## src/rtl/ps2_pkg.sv

```systemverilog
// Shared types and constants for the PS/2 keyboard receiver.
// FSM state enum, scancode constants, frame size, parity helper.
package ps2_pkg;

    typedef enum logic [1:0] {
        IDLE,
        DATA,
        PARITY,
        STOP
    } ps2_state_t;

    localparam logic [7:0] SC_EXT   = 8'hE0;
    localparam logic [7:0] SC_BREAK = 8'hF0;
    localparam logic [7:0] SC_UP    = 8'h75;
    localparam logic [7:0] SC_DOWN  = 8'h72;
    localparam logic [7:0] SC_LEFT  = 8'h6B;
    localparam logic [7:0] SC_RIGHT = 8'h74;

    // start + 8 data + parity + stop
    localparam int FRAME_BITS = 11;
    localparam int DATA_BITS  = FRAME_BITS - 3;

    // Odd parity: data bits plus parity bit hold an odd number of ones
    function automatic logic parity_ok(input logic [7:0] b,
                                       input logic       p);
        return ^{b, p};
    endfunction

endpackage

```

## src/rtl/ps2_sync_edge.sv

```systemverilog
// Synchroniser for raw PS/2 clock/data plus ps2_clk falling-edge detect.
// Ports: clk, reset (async low), ps2_clk, ps2_data in; fall, data_s out.
module ps2_sync_edge
    import ps2_pkg::*;
#(
    parameter int SYNC_STAGES = 2
) (
    input  logic clk,
    input  logic reset,
    input  logic ps2_clk,
    input  logic ps2_data,
    output logic fall,
    output logic data_s
);

    generate
        if (SYNC_STAGES < 2) begin : g_bad_stages
            $error("SYNC_STAGES must be at least 2");
        end
    endgenerate

    logic [SYNC_STAGES-1:0] clk_sr;
    logic [SYNC_STAGES-1:0] data_sr;
    logic                   clk_prev;

    // Chains reset to 1 so a released reset on an idle bus is no edge
    always_ff @(posedge clk or negedge reset) begin
        if (!reset) begin
            clk_sr   <= '1;
            data_sr  <= '1;
            clk_prev <= 1'b1;
        end else begin
            clk_sr   <= {clk_sr[SYNC_STAGES-2:0], ps2_clk};
            data_sr  <= {data_sr[SYNC_STAGES-2:0], ps2_data};
            clk_prev <= clk_sr[SYNC_STAGES-1];
        end
    end

    assign fall   = clk_prev & ~clk_sr[SYNC_STAGES-1];
    assign data_s = data_sr[SYNC_STAGES-1];

endmodule

```

## src/rtl/ps2_keyboard_rx.sv

```systemverilog
// Receive-only PS/2 keyboard front end: frames, E0/F0 prefixes, arrow flags.
// Ports: clk, reset (async low), ps2_clk, ps2_data in; code, code_valid,
// code_ext, code_break, frame_err, key_up/down/left/right out.
// Option: PS2_TYPEMATIC_FILTER_EN suppresses repeated makes.
module ps2_keyboard_rx
    import ps2_pkg::*;
#(
    parameter int SYNC_STAGES    = 2,
    parameter int TIMEOUT_CYCLES = 20000
) (
    input  logic       clk,
    input  logic       reset,
    input  logic       ps2_clk,
    input  logic       ps2_data,
    output logic [7:0] code,
    output logic       code_valid,
    output logic       code_ext,
    output logic       code_break,
    output logic       frame_err,
    output logic       key_up,
    output logic       key_down,
    output logic       key_left,
    output logic       key_right
);

    localparam int TW = $clog2(TIMEOUT_CYCLES + 1);

    logic       fall;
    logic       data_s;

    ps2_state_t state;
    logic [2:0] bit_cnt;
    logic [7:0] shift;
    logic       par;
    logic [TW-1:0] tcnt;
    logic       ext;
    logic       brk;
    logic       byte_ok;
    logic       timeout;
    logic       suppress;

    ps2_sync_edge #(
        .SYNC_STAGES(SYNC_STAGES)
    ) u_sync (
        .clk      (clk),
        .reset    (reset),
        .ps2_clk  (ps2_clk),
        .ps2_data (ps2_data),
        .fall     (fall),
        .data_s   (data_s)
    );

    // Stop bit is data_s at the STOP-state fall
    assign byte_ok = parity_ok(shift, par) & data_s;

    // A fall in the same cycle as expiry keeps the frame alive
    assign timeout = (state != IDLE) && !fall
                   && (tcnt == TW'(TIMEOUT_CYCLES - 1));

`ifdef PS2_TYPEMATIC_FILTER_EN
    logic       last_vld;
    logic [8:0] last_key;

    assign suppress = !brk && last_vld
                    && (last_key == {ext, shift});
`else
    assign suppress = 1'b0;
`endif

    always_ff @(posedge clk or negedge reset) begin
        if (!reset) begin
            state      <= IDLE;
            bit_cnt    <= '0;
            shift      <= '0;
            par        <= 1'b0;
            tcnt       <= '0;
            ext        <= 1'b0;
            brk        <= 1'b0;
            code       <= '0;
            code_valid <= 1'b0;
            code_ext   <= 1'b0;
            code_break <= 1'b0;
            frame_err  <= 1'b0;
            key_up     <= 1'b0;
            key_down   <= 1'b0;
            key_left   <= 1'b0;
            key_right  <= 1'b0;
`ifdef PS2_TYPEMATIC_FILTER_EN
            last_vld   <= 1'b0;
            last_key   <= '0;
`endif
        end else begin
            code_valid <= 1'b0;
            frame_err  <= 1'b0;

            if (fall || state == IDLE) begin
                tcnt <= '0;
            end else if (tcnt != '1) begin
                tcnt <= tcnt + 1'b1;
            end

            if (timeout) begin
                // Prefix flags survive: the keyboard may resend the byte
                state     <= IDLE;
                bit_cnt   <= '0;
                shift     <= '0;
                frame_err <= 1'b1;
            end else if (fall) begin
                unique case (state)
                    IDLE: begin
                        if (!data_s) begin
                            state   <= DATA;
                            bit_cnt <= '0;
                        end else begin
                            frame_err <= 1'b1;
                        end
                    end
                    DATA: begin
                        shift   <= {data_s, shift[7:1]};
                        bit_cnt <= bit_cnt + 1'b1;
                        if (bit_cnt == 3'(DATA_BITS - 1)) begin
                            state <= PARITY;
                        end
                    end
                    PARITY: begin
                        par   <= data_s;
                        state <= STOP;
                    end
                    STOP: begin
                        state <= IDLE;
                        if (!byte_ok) begin
                            frame_err <= 1'b1;
                            ext       <= 1'b0;
                            brk       <= 1'b0;
                        end else if (shift == SC_EXT) begin
                            ext <= 1'b1;
                        end else if (shift == SC_BREAK) begin
                            brk <= 1'b1;
                        end else begin
                            ext <= 1'b0;
                            brk <= 1'b0;
                            if (!suppress) begin
                                code       <= shift;
                                code_ext   <= ext;
                                code_break <= brk;
                                code_valid <= 1'b1;
                                // Keypad keys share codes; only E0 ones count
                                if (ext) begin
                                    unique case (shift)
                                        SC_UP:    key_up    <= ~brk;
                                        SC_DOWN:  key_down  <= ~brk;
                                        SC_LEFT:  key_left  <= ~brk;
                                        SC_RIGHT: key_right <= ~brk;
                                        default:  ;
                                    endcase
                                end
`ifdef PS2_TYPEMATIC_FILTER_EN
                                if (brk) begin
                                    last_vld <= 1'b0;
                                end else begin
                                    last_vld <= 1'b1;
                                    last_key <= {ext, shift};
                                end
`endif
                            end
                        end
                    end
                endcase
            end
        end
    end

endmodule

```

## config.mk

```make
export PLATFORM = sky130hd
export DESIGN_NAME = ps2_keyboard_rx
export DESIGN_NICKNAME = d
export VERILOG_FILES = /design/src/rtl/ps2_pkg.sv /design/src/rtl/ps2_sync_edge.sv /design/src/rtl/ps2_keyboard_rx.sv
export SDC_FILE = /design/constraint.sdc
export NUM_CORES = 1
export LEC_CHECK = 0
export ABC_CLOCK_PERIOD_IN_PS = 2200
export CAP_MARGIN = 20
export CORE_MARGIN = 10
export CORE_UTILIZATION = 53
export CTS_CLUSTER_DIAMETER = 100
export DETAILED_ROUTE_END_ITERATION = 10
export GPL_TIMING_DRIVEN = 0
export PLACE_DENSITY = 0.73
export SLEW_MARGIN = 20
export SYNTH_ARGS = -nofsm -noshare
export SYNTH_HDL_FRONTEND = slang
export SYNTH_SLANG_ARGS = --single-unit
```

## constraint.sdc

```tcl
create_clock -name clk -period 2.2 [get_ports clk]
set_clock_uncertainty 0.1 [all_clocks]
set_input_delay 0.44 -clock clk [delete_from_list [all_inputs] [get_ports clk]]
set_output_delay 0.44 -clock clk [all_outputs]
set_load 0.01 [all_outputs]
```

==> results of run 1 <==
[flip-flops by register name, indices dropped and copies added (netlist names)]
register,count
state,2
brk,1
key_down,1
ext,1
tcnt,15
key_up,1
code_valid,1
code,8
u_sync.data_sr,2
u_sync.clk_prev,1
key_right,1
par,1
bit_cnt,3
code_break,1
shift,8
code_ext,1
frame_err,1
key_left,1
u_sync.clk_sr,2
[critical path, stage by stage (launching register included)]
cell,delay [ps]
sky130_fd_sc_hd__dfrtp_2,440
sky130_fd_sc_hd__xnor3_2,410
sky130_fd_sc_hd__a2111o_1,390
sky130_fd_sc_hd__mux2i_4,230
sky130_fd_sc_hd__buf_4,160
sky130_fd_sc_hd__mux2_2,320
[timing repair]
action | 4_1_cts | 5_1_grt
buffers inserted | 3 | 5
hold buffers | 0 | 0
setup endpoints to repair | 19 | 32
resized for setup | 7 | 11
pin swaps | 2 | 1
cloned | 1 | 0
[per-layer routing]
layer	part of all wire [%]	wire, um
met1	45	2640
met2	48	2810
met3	5.0	292
met4	1.5	87
met5	0	0
[cell usage in the layout (no fill, tap or decap), drive strengths merged, types with 9 or more instances in the layout]
cell and instances:
a21oi 12, buf 14, clkbuf 16, clkdlybuf4s50 18, dfrtp 47, mux2 11, mux2i 16, nand2 20
nor2 19, nor3 9, o21ai 9
[final timing paths]
path / start / end / slack, ps
max: shift[7]$_DFFE_PN0P_ / code[2]$_DFFE_PN0P_ / 40
min: reset / code[5]$_DFFE_PN0P_ / 50
max reg2reg: shift[7]$_DFFE_PN0P_ / code[2]$_DFFE_PN0P_ / 40
min reg2reg: u_sync.data_sr[0]$_DFF_PN1_ / u_sync.data_sr[1]$_DFF_PN1_ / 260
max in group asynchronous: reset / shift[1]$_DFFE_PN0P_ / 1480
min in group clk: u_sync.data_sr[0]$_DFF_PN1_ / u_sync.data_sr[1]$_DFF_PN1_ / 260
[metrics by stage]
| step | cell area (sq um) | utilization [%] |
|---|---|---|
| floorplan | 2780 | - |
| global placement | 3060 | 59.8 |
| detailed placement | 3050 | 59.8 |
| CTS | 3210 | 62.9 |
| global route | 3270 | 64.1 |
| finish | 3270 | 64.1 |
[layout make-up]
type                            instances  area (sq um)
Buffer                                 13          63.8
Fill cell                             435          1830
Multi-Input combinational cell        186          1400
Tap cell                               70          87.6
Timing Repair Buffer                   28           259
Clock buffer                            7          96.3
Inverter                                8          30.0
Sequential cell                        52          1310
Clock inverter                          1          30.0
[cells by family after synthesis]
logic type | count (synthesis) | synth area share, %
simple gates | 97 | 19.1
compound gates | 47 | 11.5
flops | 52 | 47.1
mux | 27 | 11.4
fa+ha+maj | 8 | 3.60
buf+inv | 26 | 3.92
xor+xnor | 7 | 3.29
[where the power goes]
group	total, uW	switching [uW]	internal [uW]
registers	1300	161	1130
logic	1500	731	773
clock network	708	306	402
total	3510	1200	2310
==> metrics.md, run 1 <==
| Metric | Value |
|---|---|
| Run status | `complete, no violations` |
| Count of unique library cells instantiated by Yosys | `46` |
| # clock sinks | `52` |
| Synth area leaders | `sky130_fd_sc_hd__dfrtp_1 (42%), sky130_fd_sc_hd__mux2i_1 (5.8%), sky130_fd_sc_hd__mux2_4 (4.9%), sky130_fd_sc_hd__dfstp_2 (4.7%), sky130_fd_sc_hd__ha_1 (3.6%)` |
| Gate count after technology mapping | `264` |
| IR drop worst, VDD | `around 0.5 mV` |
| Post-DP HPWL | `3900 um` |
| WL per Instance | `16.0 um` |
| Share of cells above drive strength 1 | `19.3%` |
| Cell type with the highest aggregate area in the netlist | `sky130_fd_sc_hd__dfrtp_1` |
| Met1 Resource Use GR | `between 10% and 20%` |
| Worst-case setup slack after placement | `-194 ps` |
| Critical-path maximum fanout | `5` |
| Total design power | `3510 uW` |
| Core outline area | `0.00511 sq mm` |
| EDFF count, synth | `0` |
| Netlist Area Pre-Place | `0.00278 sq mm` |
| Post-detailed-route via-to-cell ratio | `5.72` |
| Data arrival time at the worst-slack endpoint | `roughly 2300 ps` |
| Fraction of the yosys area taken by sequential cells | `between 40% and 50%` |
| Post-synth top cells | `sky130_fd_sc_hd__dfrtp_1 (47), sky130_fd_sc_hd__nand2_1 (20), sky130_fd_sc_hd__nor2_1 (19), sky130_fd_sc_hd__mux2i_1 (16), sky130_fd_sc_hd__clkbuf_1 (14)` |
| Category of the critical setup timing path | `reg -> reg` |
| Most frequently used flop master after synthesis | `sky130_fd_sc_hd__dfrtp_1` |
| Number of optimization iterations in the first detailed-route pass | `5` |
| TritonCTS clock tree | `yes` |
| Startpoint kind of the worst setup timing path | `register` |
| Headroom to the max-slew limit | `57.6%` |
| Period utilisation layout | `98.2%` |
| Depth of the CTS H-tree | `2` |
| Met3 Usage GRT | `under 10%` |
| Detailed-route DRC error count | `0` |
| Initial cell density of the core | `54.4%` |
| Layout Nets | `approximately 310` |
| Antenna cell count | `0` |
| Clock latency at the later pin of the worst-skew pair | `300 ps` |
| Via count of the first global-routing pass | `2091` |
| Busiest layer in global routing | `met2` |
| Final Wtd Congestion | `0.898` |
| Reg2reg path depth | `5` |
| Via count | `about 2100` |
| Area growth from synthesis to final layout | `17.8%` |
| Layout Cells excl Fill | `365` |
| Pin slew with the least headroom to its limit | `approximately 640 ps` |
| Max Slew Vio Count | `0` |
| Path category of the worst min-delay check | `in -> async` |
| Highest clock rate | `about 0.46 GHz` |
| Maximum number of pins on one net before global-route repair | `53` |
| Total I/O pin count | `20` |
| Setup violators final | `0` |
| Area enclosed by the die boundary | `0.00854 sq mm` |
| Number of clock buffers inserted by TritonCTS | `5` |
| Max Cap Violations | `0` |
| Crit path setup slack, layout | `39.6 ps` |
| Most common cell in the netlist | `sky130_fd_sc_hd__dfrtp_1` |
| Aggregate negative setup slack | `0 ps` |
| Aggregate routed wire length | `5830 um` |
| First-pass GRT wire length | `about 10000 um` |
| Number of hold-slack violations in the final timing report | `0` |
| GRT Resource Usage Total | `14.4%` |
| FF+latch count, synth | `52` |
| Yosys synthesis warning count | `0` |
| Count of buffers from port buffering | `19` |
| Average instance area after synthesis | `10.5 sq um` |
| Clock-pin slew on the worst setup and hold paths | `90 ps` |
| WP data required | `between 2000 and 2500 ps` |
| Antenna violations before repair | `0` |
| Dpl cells | `353` |
| Die span in y | `slightly above 90 um` |
| Syn nets | `between 200 and 300` |
| Hold Slack | `around 50 ps` |
| Post-layout minimum cycle time | `2160 ps` |
| Root buffer cell | `sky130_fd_sc_hd__clkbuf_8` |
| Met2 Track Usage GR | `23.7%` |
| Kind of end point of the critical path | `register` |
| Number of routed nets with antenna violations | `0` |
| Clk buf depth | `2` |
| Placement row count | `26` |
| Die Wd | `92.4 um` |
| FFs w/ async S/R, synth | `100%` |
| Ratio of total power to cell area | `1070 mW/mm^2` |
| Unrepaired setup endpoints after global routing | `yes` |
| Final global-route overflow total | `0` |
| Leakage power | `0.00148 uW` |
| Share of the synthesized area in the top cell type | `about 42%` |
| DR iter-0 viols | `75` |
Note: power is estimated with default switching activity, not from simulation.
==> run 2, diff against run 1 <==
CORE_UTILIZATION = 30   (was 53)
PLACE_DENSITY = 0.45   (was 0.73)
==> metrics.md, run 2 (synthesis gave the netlist of run 1 again) <==
| Metric | Value |
|---|---|
| Run status | `complete, no violations (unchanged)` |
| Cell breakdown of the critical path | `clkbuf_2, and4b_2, a2111o_1, mux2i_4, buf_4, mux2_2 (was xnor3_2, a2111o_1, mux2i_4, buf_4, mux2_2)` |
| Clock latency at the later pin of the worst-skew pair | `310 ps (was 300 ps)` |
| First-pass GRT wire length | `10500 um (was 10200 um)` |
| Number of flip-flops under the largest register name | `15 (unchanged)` |
| TritonCTS clock tree | `yes (unchanged)` |
| Hold Slack | `56.6 ps (was 50.1 ps)` |
| Leakage power | `0.00146 uW (was 0.00148 uW)` |
| WL per Instance | `15.7 um (was 16.0 um)` |
| Clock-pin slew on the worst setup and hold paths | `100 ps (was 90 ps)` |
| Pin slew with the least headroom to its limit | `676 ps (was 636 ps)` |
| Detailed-route DRC error count | `0 (unchanged)` |
| Startpoint kind of the worst setup timing path | `register (unchanged)` |
| Period utilisation layout | `97.2% (was 98.2%)` |
| Post-DP HPWL | `4350 um (was 3900 um)` |
| Category of the critical setup timing path | `reg -> reg (unchanged)` |
| Area of all placed cells without fillers | `0.00329 sq mm (was 0.00327 sq mm)` |
| Clk buf depth | `2 (unchanged)` |
| Setup violators final | `0 (unchanged)` |
| Number of optimization iterations in the first detailed-route pass | `4 (was 5)` |
| # clock sinks | `52 (unchanged)` |
| Kind of end point of the critical path | `register (unchanged)` |
| WP data required | `2300 ps (was 2290 ps)` |
| Post-layout minimum cycle time | `2140 ps (was 2160 ps)` |
| Largest registers | `tcnt x15, code x8, shift x8 (unchanged)` |
| Number of clock buffers inserted by TritonCTS | `5 (unchanged)` |
| Aggregate routed wire length | `6340 um (was 5830 um)` |
| R2R Setup Slk | `60 ps (was 40 ps)` |
| Depth of the CTS H-tree | `2 (unchanged)` |
| Core outline area | `0.00911 sq mm (was 0.00511 sq mm)` |
| Die Wd | `116 um (was 92.4 um)` |
| Launch point of the worst reg-to-reg path | `shift[6]$_DFFE_PN0P_ (was shift[7]$_DFFE_PN0P_)` |
| Path category of the worst min-delay check | `in -> async (unchanged)` |
| Count of buffers from port buffering | `19 (unchanged)` |
| Unrepaired setup endpoints after global routing | `no (was yes)` |
| Die span in y | `116 um (was 92.4 um)` |
| Largest register by flop count | `tcnt (unchanged)` |
| Layout Nets | `304 (was 306)` |
| Total placed instance area | `0.00310 sq mm (was 0.00305 sq mm)` |
| Most frequent standard cell in the layout excluding fill and tap cells | `sky130_fd_sc_hd__dfrtp_1 (unchanged)` |
| Max Slew Vio Count | `0 (unchanged)` |
| Final global-route overflow total | `0 (unchanged)` |
| Via count | `2079 (was 2088)` |
| Number of buffers inserted for hold repair after clock tree synthesis | `0 (unchanged)` |
| Highest clock rate | `0.468 GHz (was 0.463 GHz)` |
| Root buffer cell | `sky130_fd_sc_hd__clkbuf_8 (unchanged)` |
| Via count of the first global-routing pass | `2058 (was 2091)` |
| Number of hold-slack violations in the final timing report | `0 (unchanged)` |
| Slowest library cell on the worst path | `sky130_fd_sc_hd__a2111o_1 (was sky130_fd_sc_hd__dfrtp_2)` |
| Headroom to the max-slew limit | `54.9% (was 57.6%)` |
| Area growth from synthesis to final layout | `18.5% (was 17.8%)` |
| Post-detailed-route via-to-cell ratio | `5.15 (was 5.72)` |
| Number of routed nets with antenna violations | `0 (unchanged)` |
| Most frequent cells in the layout | `sky130_fd_sc_hd__dfrtp_1 (44), sky130_fd_sc_hd__nand2_1 (20), sky130_fd_sc_hd__nor2_1 (18), sky130_fd_sc_hd__clkdlybuf4s50_1 (18), sky130_fd_sc_hd__mux2i_1 (15) (was sky130_fd_sc_hd__dfrtp_1 (44), sky130_fd_sc_hd__nand2_1 (20), sky130_fd_sc_hd__clkdlybuf4s50_1 (18))` |
| Antenna violations before repair | `0 (unchanged)` |
| Crit path largest cell delay | `440 ps (about the same)` |
| Total I/O pin count | `20 (unchanged)` |
| Area enclosed by the die boundary | `0.0135 sq mm (was 0.00854 sq mm)` |
| Critical-path maximum fanout | `7 (was 5)` |
| Aggregate negative setup slack | `0 ps (unchanged)` |
| Antenna cell count | `0 (unchanged)` |
| IR drop worst, VDD | `0.376 mV (was 0.511 mV)` |
| Share of cells above drive strength 1 | `18.4% (was 19.3%)` |
| Maximum number of pins on one net before global-route repair | `53 (unchanged)` |
| DR iter-0 viols | `101 (was 75)` |
| Initial cell density of the core | `30.5% (was 54.4%)` |
| Capturing point of the worst reg2reg path | `code[2]$_DFFE_PN0P_ (unchanged)` |
| Final Wtd Congestion | `0.808 (was 0.898)` |
| Ratio of total power to cell area | `1050 mW/mm^2 (was 1070 mW/mm^2)` |
| Placement row count | `35 (was 26)` |
| Reg2reg path depth | `6 (was 5)` |
| Data arrival time at the worst-slack endpoint | `2240 ps (was 2250 ps)` |
| Max Cap Violations | `0 (unchanged)` |
| GRT Resource Usage Total | `9.69% (was 14.4%)` |
==> run 2: how the worst max path moves through the flow <==
stage               slack [ps]            startpoint  depth (start not counted)                      to
floorplan                   40  shift[6]$_DFFE_PN0P_                          6     code[0]$_DFFE_PN0P_
global placement         -1170                 reset                          1  bit_cnt[1]$_DFFE_PN0P_
detailed placement        -210  shift[1]$_DFFE_PN0P_                          6     code[1]$_DFFE_PN0P_
CTS                        0.8  state[0]$_DFFE_PN0P_                          6     code[1]$_DFFE_PN0P_
global route                 2  shift[6]$_DFFE_PN0P_                          6     code[2]$_DFFE_PN0P_
finish                      60  shift[6]$_DFFE_PN0P_                          6     code[2]$_DFFE_PN0P_
==> run 2: what timing repair did <==
action | in CTS | in global routing
buffers inserted | 4 | 2
endpoints found under the hold margin | 0 | 0
resized for setup | 9 | 7
gates cloned | 1 | 0
pin swaps | 3 | 1
endpoints found under the setup margin | 26 | 25
==> run 2: final cells by class <==
type                       instances  area, sq um
multi-input combinational        186         1390
timing repair buffer              26          244
buffer                            13         63.8
inverter                           8         30.0
sequential                        52         1310
fill                             927         5820
tap                              111          139
clock buffer                       5         68.8
clock inverter                     3         46.3
==> run 2: power breakdown <==
group          leakage, uW  total [uW]  internal (uW)  switching (uW)
logic             0.000723        1460            750             707
registers         0.000685        1300           1130             165
clock network    0.0000548         686            343             343
total              0.00146        3440           2230            1210
==> run 2: critical path, delay by kind of cell (launching register included) <==
family / cells / cell delay, ps
buffers and inverters: 2 / 310
flip-flops: 1 / 380
AO/OA/AOI/OAI: 1 / 440
multiplexers: 2 / 540
AND/OR/NAND/NOR: 1 / 250
==> run 2: routing by layer <==
layer / global-route usage (%) / part of all wire (%)
met1: 12.3 / 48
met2: 15.8 / 47
met3: 2.36 / 3.8
met4: 3.25 / 0.93
met5: 0 / 0
==> run 2: metrics by stage <==
step	cells	worst slack [ps]	power, uW	utilization, %
2_1_floorplan	264	43.5	2260	-
3_3_place_gp	394	-1170	2590	34.1
3_5_place_dp	394	-213	2600	34.1
4_1_cts	404	0.767	3480	35.9
5_1_grt	404	1.83	3690	36.1
6_report	404	62.0	3440	36.1
==> run 3, diff against run 2 <==
CTS_CLUSTER_SIZE = 30   (was default)
==> results of run 3 <==
Final layout, timing and power as in run 2 (identical DEF).
